===== src/rtl/load_store_unit.sv =====
// Big-endian load/store unit between the CPU and a one-word-per-cycle data memory.
// Sub-word stores do a read-modify-write of the enclosing word.
module load_store_unit (
    input  logic        clk,
    input  logic        reset,
    input  logic        req,
    input  logic        we,
    input  logic [1:0]  size,
    input  logic        unsigned_ld,
    input  logic [31:0] addr,
    input  logic [31:0] wdata,
    output logic [31:0] rdata,
    output logic        busy,
    output logic        done,
    output logic        misaligned,
    output logic [31:0] mem_address,
    output logic [31:0] mem_writeData,
    output logic        memRead,
    output logic        memWrite,
    input  logic [31:0] mem_readData
);

    typedef enum logic [2:0] {
        IDLE, READ, WAIT, WRITE, DONE, ERR
    } state_t;

    state_t      state;
    state_t      state_next;
    logic [1:0]  off_q;
    logic [1:0]  size_q;
    logic        we_q;
    logic        uns_q;
    logic [31:0] wdata_q;
    logic        bad;
    logic        word_st;
    logic [7:0]  lane_b;
    logic [15:0] lane_h;
    logic [31:0] ld_val;
    logic [31:0] merged;

    assign bad = (size == 2'b11)
               | ((size == 2'b01) & addr[0])
               | ((size == 2'b10) & (addr[1:0] != 2'b00));
    assign word_st = we & (size == 2'b10);

    always_ff @(posedge clk) begin
        if (reset) begin
            state <= IDLE;
        end else begin
            state <= state_next;
        end
    end

    always_comb begin
        state_next = state;
        case (state)
            IDLE: begin
                if (req) begin
                    if (bad) begin
                        state_next = ERR;
                    end else if (word_st) begin
                        state_next = WRITE;
                    end else begin
                        state_next = READ;
                    end
                end
            end
            READ:    state_next = WAIT;
            WAIT:    state_next = we_q ? WRITE : DONE;
            WRITE:   state_next = DONE;
            DONE:    state_next = IDLE;
            ERR:     state_next = IDLE;
            default: state_next = IDLE;
        endcase
    end

    always_comb begin
        busy       = (state != IDLE);
        memRead    = (state == READ);
        memWrite   = (state == WRITE);
        done       = (state == DONE) || (state == ERR);
        misaligned = (state == ERR);
    end

    // Lane extraction: byte offset 0 is the most significant byte.
    always_comb begin
        lane_b = 8'h00;
        case (off_q)
            2'd0:    lane_b = mem_readData[31:24];
            2'd1:    lane_b = mem_readData[23:16];
            2'd2:    lane_b = mem_readData[15:8];
            default: lane_b = mem_readData[7:0];
        endcase
        lane_h = off_q[1] ? mem_readData[15:0]
                          : mem_readData[31:16];
    end

    always_comb begin
        ld_val = mem_readData;
        merged = mem_readData;
        case (size_q)
            2'b00: begin
                ld_val = uns_q ? {24'h0, lane_b}
                               : {{24{lane_b[7]}}, lane_b};
                case (off_q)
                    2'd0:    merged[31:24] = wdata_q[7:0];
                    2'd1:    merged[23:16] = wdata_q[7:0];
                    2'd2:    merged[15:8]  = wdata_q[7:0];
                    default: merged[7:0]   = wdata_q[7:0];
                endcase
            end
            2'b01: begin
                ld_val = uns_q ? {16'h0, lane_h}
                               : {{16{lane_h[15]}}, lane_h};
                if (off_q[1]) begin
                    merged[15:0] = wdata_q[15:0];
                end else begin
                    merged[31:16] = wdata_q[15:0];
                end
            end
            default: begin
                ld_val = mem_readData;
                merged = mem_readData;
            end
        endcase
    end

    always_ff @(posedge clk) begin
        if (reset) begin
            off_q         <= 2'b00;
            size_q        <= 2'b00;
            we_q          <= 1'b0;
            uns_q         <= 1'b0;
            wdata_q       <= 32'h0;
            rdata         <= 32'h0;
            mem_address   <= 32'h0;
            mem_writeData <= 32'h0;
        end else begin
            if (state == IDLE && req) begin
                off_q         <= addr[1:0];
                size_q        <= size;
                we_q          <= we;
                uns_q         <= unsigned_ld;
                wdata_q       <= wdata;
                mem_address   <= {addr[31:2], 2'b00};
                mem_writeData <= wdata;
            end
            if (state == WAIT) begin
                if (we_q) begin
                    mem_writeData <= merged;
                end else begin
                    rdata <= ld_val;
                end
            end
        end
    end

endmodule


===== config.mk =====
export PLATFORM = sky130hd
export DESIGN_NAME = load_store_unit
export DESIGN_NICKNAME = d
export VERILOG_FILES = /design/src/rtl/load_store_unit.sv
export SDC_FILE = /design/constraint.sdc
export NUM_CORES = 1
export LEC_CHECK = 0
export BUFFER_PORTS_ARGS = -buffer_cell sky130_fd_sc_hd__buf_4
export CAP_MARGIN = 25
export CELL_PAD_IN_SITES_DETAIL_PLACEMENT = 0
export CELL_PAD_IN_SITES_GLOBAL_PLACEMENT = 1
export CORE_MARGIN = 3
export CORE_UTILIZATION = 38
export DETAILED_ROUTE_END_ITERATION = 6
export PLACE_DENSITY_LB_ADDON = 0.1
export SYNTH_ARGS = -nofsm -noshare
export SYNTH_HDL_FRONTEND = slang
export SYNTH_SLANG_ARGS = --single-unit

===== constraint.sdc =====
create_clock -name clk -period 3.7 [get_ports clk]
set_input_delay 0.74 -clock clk [delete_from_list [all_inputs] [get_ports clk]]
set_output_delay 0.74 -clock clk [all_outputs]
set_load 0.05 [all_outputs]

==> results of run 1 <==
area by class of cell:
type	instances	area, um2	area share, %
timing repair buffer	212	1590	20.3
tap	184	230	2.94
clock buffer	26	529	6.76
inverter	18	67.6	0.863
multi-input combinational	507	2990	38.2
sequential	119	2380	30.4
clock inverter	2	37.5	0.479
cell families (layout without fill, tap and decap cells):
logic type | Yosys count | in the layout | share of synthesized area [%]
flip-flops | 119 | 119 | 41.7
AND/OR/NAND/NOR | 260 | 260 | 20.3
multiplexers | 26 | 26 | 4.84
buffers and inverters | 84 | 258 | 6.68
other | 1 | 2 | 0.0656
AO/OA/AOI/OAI | 219 | 219 | 26.5
synthesized netlist by cell type (2+ instances only):
master	instances
dfxtp_1	119
buf_6	3
mux2i_1	16
nor2_1	40
a22oi_1	8
nor2b_1	10
o21ai_0	12
a221oi_1	32
a211o_1	7
nor3_1	3
inv_1	18
buf_4	4
buf_1	7
clkbuf_1	29
and3_1	2
buf_2	23
nor4b_1	7
a21oi_1	81
o311ai_0	7
a22o_1	9
mux2_2	9
nand2b_1	2
nor4b_2	2
a211oi_1	49
nand3b_1	10
nand2_1	173
a311oi_1	7
registers in the layout, indices dropped and copies added, names as in the netlist, 2 cells and up:
signal,flops
mem_address,30
size_q,2
rdata,32
wdata_q,16
state,3
off_q,2
mem_writeData,32
layer usage:
| metal | part of all wire [%] | vias to the layer above |
|---|---|---|
| met4 | 1.0 | 0 |
| met1 | 44 | 2714 |
| met2 | 46 | 212 |
| li1 | - | 2860 |
| met5 | 0 | - |
| met3 | 8.5 | 13 |
final timing paths:
| path | cells past startpoint | end |
|---|---|---|
| max | 5 | mem_writeData[12] |
| min | 2 | mem_address[31] |
| max reg2reg | 5 | mem_writeData[12] |
| min reg2reg | 2 | mem_address[31] |
report_power, final:
part           switching, mW  total (mW)  leakage, nW  internal [mW]
registers              0.190        1.66        0.973           1.47
logic                   1.19        1.78         1.92          0.587
clock network          0.556        1.59        0.276           1.03
worst reg2reg max path, delay by kind of cell, from the launching register on:
kind                   cells  cell delay (ps)
and+or+nand+nor            2              620
DFF                        1              780
AOI/OAI and AO/OA          2              480
buffers and inverters      1              440
metrics by stage:
step | power (mW) | std cells | hold WS (ps) | cell area (um2) | setup slack, ps
2_1_floorplan | 2.90 | 710 | 437 | 5720 | 1210
3_3_place_gp | 3.44 | 1040 | 443 | 7260 | 1360
3_5_place_dp | 3.47 | 1040 | 449 | 7260 | 1330
4_1_cts | 5.07 | 1068 | 456 | 7830 | 1320
5_1_grt | 5.29 | 1068 | 479 | 7830 | 1060
6_report | 5.03 | 1068 | 453 | 7830 | 1280
==> flow_summary_export.csv, run 1 <==
group,metric,value,unit
clock_tree,tritoncts,"built",
hold_path,hp-start,"mem_address[31]",
critical_path,slowest_stage,"dfxtp_2",
clock_tree,h-tree-depth,4,
timing,fin_crit,2420,ps
synthesis,syn_area,5720,um2
timing,maxSlewViolCount,0,
synthesis,yosysUniqueCellTypes,47,
synthesis,ys_seq_elements,119,
routing,first_iter_violations,512,
grt,antenna_found_initial,0,
placed_design,gp_congestion,0.824,
critical_path,crit_chain,"buf_4 > nand2b_1 > nor3_2 > a221oi_1 > a221oi_1",
grt,grt_first_pass_wirelength,29800,um
cells_and_area,diodes,0,
synthesis,async_flop_share,0,%
timing,fmax,413,MHz
critical_path,crit_start,"off_q[1]",
clock_tree,cts_made_buffers,17,
floorplan,start_util,39.0,%
grt,busiest_layer,"met2",
grt,track_usage,22.9,%
critical_path,critPathBufInv,1,
grt,use_met2,35.2,%
routing,drt-total-wl,18900,um
critical_path,critical_path.top_delay_family,"flip-flops",
floorplan,fp.dieH,129,um
timing,fin_crit_sh,65.4,%
routing,drc,0,
cells_and_area,layout_commonest_cell,"buf_4",
grt,grt_use_met3,7.89,%
pwr,p_per_area,643,nW/um2
clock_tree,root_buffer,"clkbuf_16",
clock_tree,clock_latency,410,ps
synthesis,synth_edf_count,0,
clock_tree,cts.reportedPaths.clkPinSlew,50,ps
pwr,leakage,3.17,nW
critical_path,critPathMaxStageDelay,780,ps
cells_and_area,layout.nets,978,
placed_design,place_hpwl,13400,um
synthesis,synth_cells,709,
synthesis,yosysWarnings,0,
cells_and_area,layout-drive-gt1-share,29.4,%
grt,grt_max_degree,59,
timing,tightest_slew,893,ps
cells_and_area,fillers,1417,
synthesis,synth_area_leaders,"dfxtp_1 (42%), nand2_1 (11%), a21oi_1 (7.1%)",
floorplan,ios,204,
cells_and_area,layout_common_cells,"buf_4 (212), nand2_1 (172), dfxtp_1 (118)",
cells_and_area,area_growth,37.0,%
grt,use_met1,30.8,%
floorplan,die_w,129,um
hold_path,hp-class,"reg2reg",
timing,fin_skew,6.05,ps
critical_path,startpoint_type,"flip-flop",
synthesis,avgSynthCellArea,8.06,um2
critical_path,worstPathMaxFanout,37,
routing,final_antenna_net_count,0,
cells_and_area,utilization,53.5,%
synthesis,yosys.area.top_type,"dfxtp_1",
clock_tree,ctsResizeCount,0,
timing,fin_setup_tns,0,ps
outcome,outcome,"finished clean",
floorplan,std_cell_rows,44,
pwr,worst_ir_drop_vdd,0.393,mV
grt,grt_overflow,0,
critical_path,end_kind,"flip-flop",
clock_tree,clock-sinks,119,
routing,routed_wire_length_per_instance,17.7,um
critical_path,crit-reg2reg-launch,"off_q[1]",
critical_path,worst-endpoint-required,4010,ps
synthesis,synth.top_cell.area_share,41.7,%
clock_tree,postCtsSetupBuffers,0,
placed_design,io_buffers,201,
critical_path,cp.arrival,2730,ps
synthesis,yosys_most_used_dff,"dfxtp_1",
grt,grt_pass1_vias,5551,
critical_path,crit_type,"reg2reg",
floorplan,core,14600,um2
timing,rsz0062_at_grt,"false",
routing,route.vias.total,5799,
timing,hold_violations,0,
clock_tree,clock_path_buffers,2,
synthesis,ys_seq_area_share,41.7,%
critical_path,r2r_slack,1280,ps
clock_tree,ctsHoldBuffers,0,
routing,drtPass1Iterations,5,
flow_run,timing.max_cap.violations,0,
critical_path,cp_common_cell,"a221oi_1",
routing,viasPerCell,5.43,
timing,final-setup-viol-count,0,
timing,max_slew_margin,40.3,%
floorplan,die_area,16600,um2
Power figures use the tool's default switching activity.
==> inputs of run 2 (changes only) <==
- CORE_UTILIZATION: 38 -> 32
- clock period: 3.7 -> 2 ns (I/O delays scaled with it)
==> run 2 against run 1 <==
Effect of this change: via count grew 1.1%; wire length grew 8.6%; global-route usage is 2.2 points lower; die area up 18%; cell count is 6.3% higher; clock power rose by 94%; clock skew grew 3.0 ps; sequential share of layout area is 1.2 points lower; count of clock-buffer cells in the layout decreased by 2; critical endpoint is now busy.
==> flow_summary_export.csv, run 2 (synthesized netlist as in run 1, its figures left out) <==
group,metric,value,unit
outcome,outcome,"finished clean",
floorplan,ios,204,
timing,final-setup-viol-count,0,
floorplan,fp.dieH,140,um
pwr,p_clk_share,32.0,%
pwr,p_int,5.96,mW
clock_tree,ctsHoldBuffers,0,
timing,fin_ws,151,ps
critical_path,worstPathMaxFanout,9,
timing,maxSlewViolCount,0,
critical_path,crit_start,"state[2]",
placed_design,io_buffers,201,
placed_design,dpl_cell_area,7550,um2
pwr,worst_ir_drop_vdd,0.587,mV
clock_tree,tritoncts,"built",
critical_path,crit_type,"reg2out",
clock_tree,root_buffer,"clkbuf_16",
routing,routed_wire_length_per_instance,18.1,um
timing,timing.hold.ws,233,ps
routing,first_iter_violations,402,
pwr,p_sw,3.69,mW
timing,hold_violations,0,
clock_tree,clock_path_buffers,2,
hold_path,hp-class,"in2reg",
routing,drc,0,
pwr,pwr-share-comb,36.6,%
clock_tree,postCtsSetupBuffers,0,
floorplan,std_cell_rows,48,
routing,drt-total-wl,20500,um
floorplan,start_util,32.8,%
placed_design,dp_slack,101,ps
cells_and_area,diodes,0,
timing,tightest_slew,787,ps
grt,grt_first_pass_wirelength,32100,um
cells_and_area,final_cells,1135,
floorplan,die_w,140,um
timing,fmax,541,MHz
placed_design,numPlacedInstances,1104,
routing,drtPass1Iterations,5,
clock_tree,h-tree-depth,4,
critical_path,worst-endpoint-required,1600,ps
floorplan,core,17400,um2
flow_run,timing.max_cap.violations,0,
pwr,seqPwrFrac,31.3,%
grt,grt_max_degree,51,
critical_path,crit-reg2reg-launch,"state[1]",
cells_and_area,fillers,1729,
timing,fin_setup_tns,0,ps
timing,fin_skew,9.08,ps
placed_design,place_hpwl,15400,um
grt,track_usage,20.7,%
clock_tree,clock_latency,410,ps
critical_path,startpoint_type,"flip-flop",
cells_and_area,layout_common_cells,"buf_4 (231), nand2_1 (172), dfxtp_1 (115)",
pwr,swShare,38.3,%
timing,fin_crit,1850,ps
critical_path,end_kind,"output pin",
hold_path,hp-start,"addr[10]",
grt,grt_overflow,0,
placed_design,gp_congestion,0.865,
cells_and_area,layout.nets,1001,
clock_tree,cts.reportedPaths.clkPinSlew,50,ps
routing,final_antenna_net_count,0,
clock_tree,clock-sinks,119,
timing,rsz0062_at_grt,"false",
grt,grt_pass1_vias,5737,
cells_and_area,area_growth,42.8,%
clock_tree,ctsResizeCount,2,
cells_and_area,layout-drive-gt1-share,32.3,%
floorplan,die_area,19500,um2
critical_path,cp.arrival,1450,ps
routing,viasPerCell,5.16,
timing,fin_crit_sh,92.4,%
cells_and_area,reg_top3,"mem_writeData (32), rdata (32), mem_address (30)",
pwr,leakage,3.33,nW
grt,antenna_found_initial,0,
cells_and_area,fin_area,8160,um2
cells_and_area,layout_commonest_cell,"buf_4",
timing,max_slew_margin,47.1,%
pwr,p_per_area,1180,nW/um2
clock_tree,cts_made_buffers,17,
routing,route.vias.total,5860,
## run 2: changes by cell type in the layout (fill, tap and decap cells not counted), moves of 3 or more
cell	previous run	this run
dfxtp_2	1	4
buf_12	0	4
clkinv_2	0	3
dfxtp_1	118	115
buf_4	212	231
## run 2: routing by layer
| layer | vias up | global-route usage (%) | part of all wire, % |
|---|---|---|---|
| met1 | 2708 | 28.1 | 46 |
| met4 | 0 | 7.09 | 1.8 |
| met3 | 25 | 6.08 | 7.5 |
| li1 | 2909 | - | - |
| met2 | 218 | 31.6 | 45 |
| met5 | - | 0 | 0 |
## run 2: area by class of cell
class / instances / area [um2] / share of cell area (%)
clock buffer: 24 / 512 / 6.27
tap: 225 / 282 / 3.45
inverter: 18 / 67.6 / 0.828
sequential: 119 / 2390 / 29.3
multi-input combinational: 507 / 3010 / 36.9
timing repair buffer: 235 / 1810 / 22.2
clock inverter: 7 / 91.3 / 1.12
## run 2: path summary, 6_finish.rpt
check / end / slack (ps) / cells past startpoint
min reg2reg: mem_address[31] / 450 / 2
min: mem_address[10] / 230 / 3
max reg2reg: mem_writeData[5] / 210 / 4
max: busy / 150 / 3
## run 2: critical path: stages (launching register included)
cell and delay, ps:
dfxtp_2 390, nor3_2 300, inv_1 130, buf_4 210
## run 2: stage by stage
stage                     total power, mW  util, %
after floorplan                      5.38        -
after global placement               6.58     43.3
after detailed placement             6.62     43.3
after CTS                            9.75     46.8
after global routing                 10.2     46.9
final                                9.65     46.9
## run 2: power by group through the flow
stage          clock network [mW]  logic [mW]  registers (mW)
2_1_floorplan                   0        1.50            3.88
3_3_place_gp                    0        3.53            3.06
3_5_place_dp                    0        3.55            3.07
4_1_cts                      3.16        3.56            3.03
5_1_grt                      3.27        3.81            3.07
6_report                     3.09        3.54            3.03
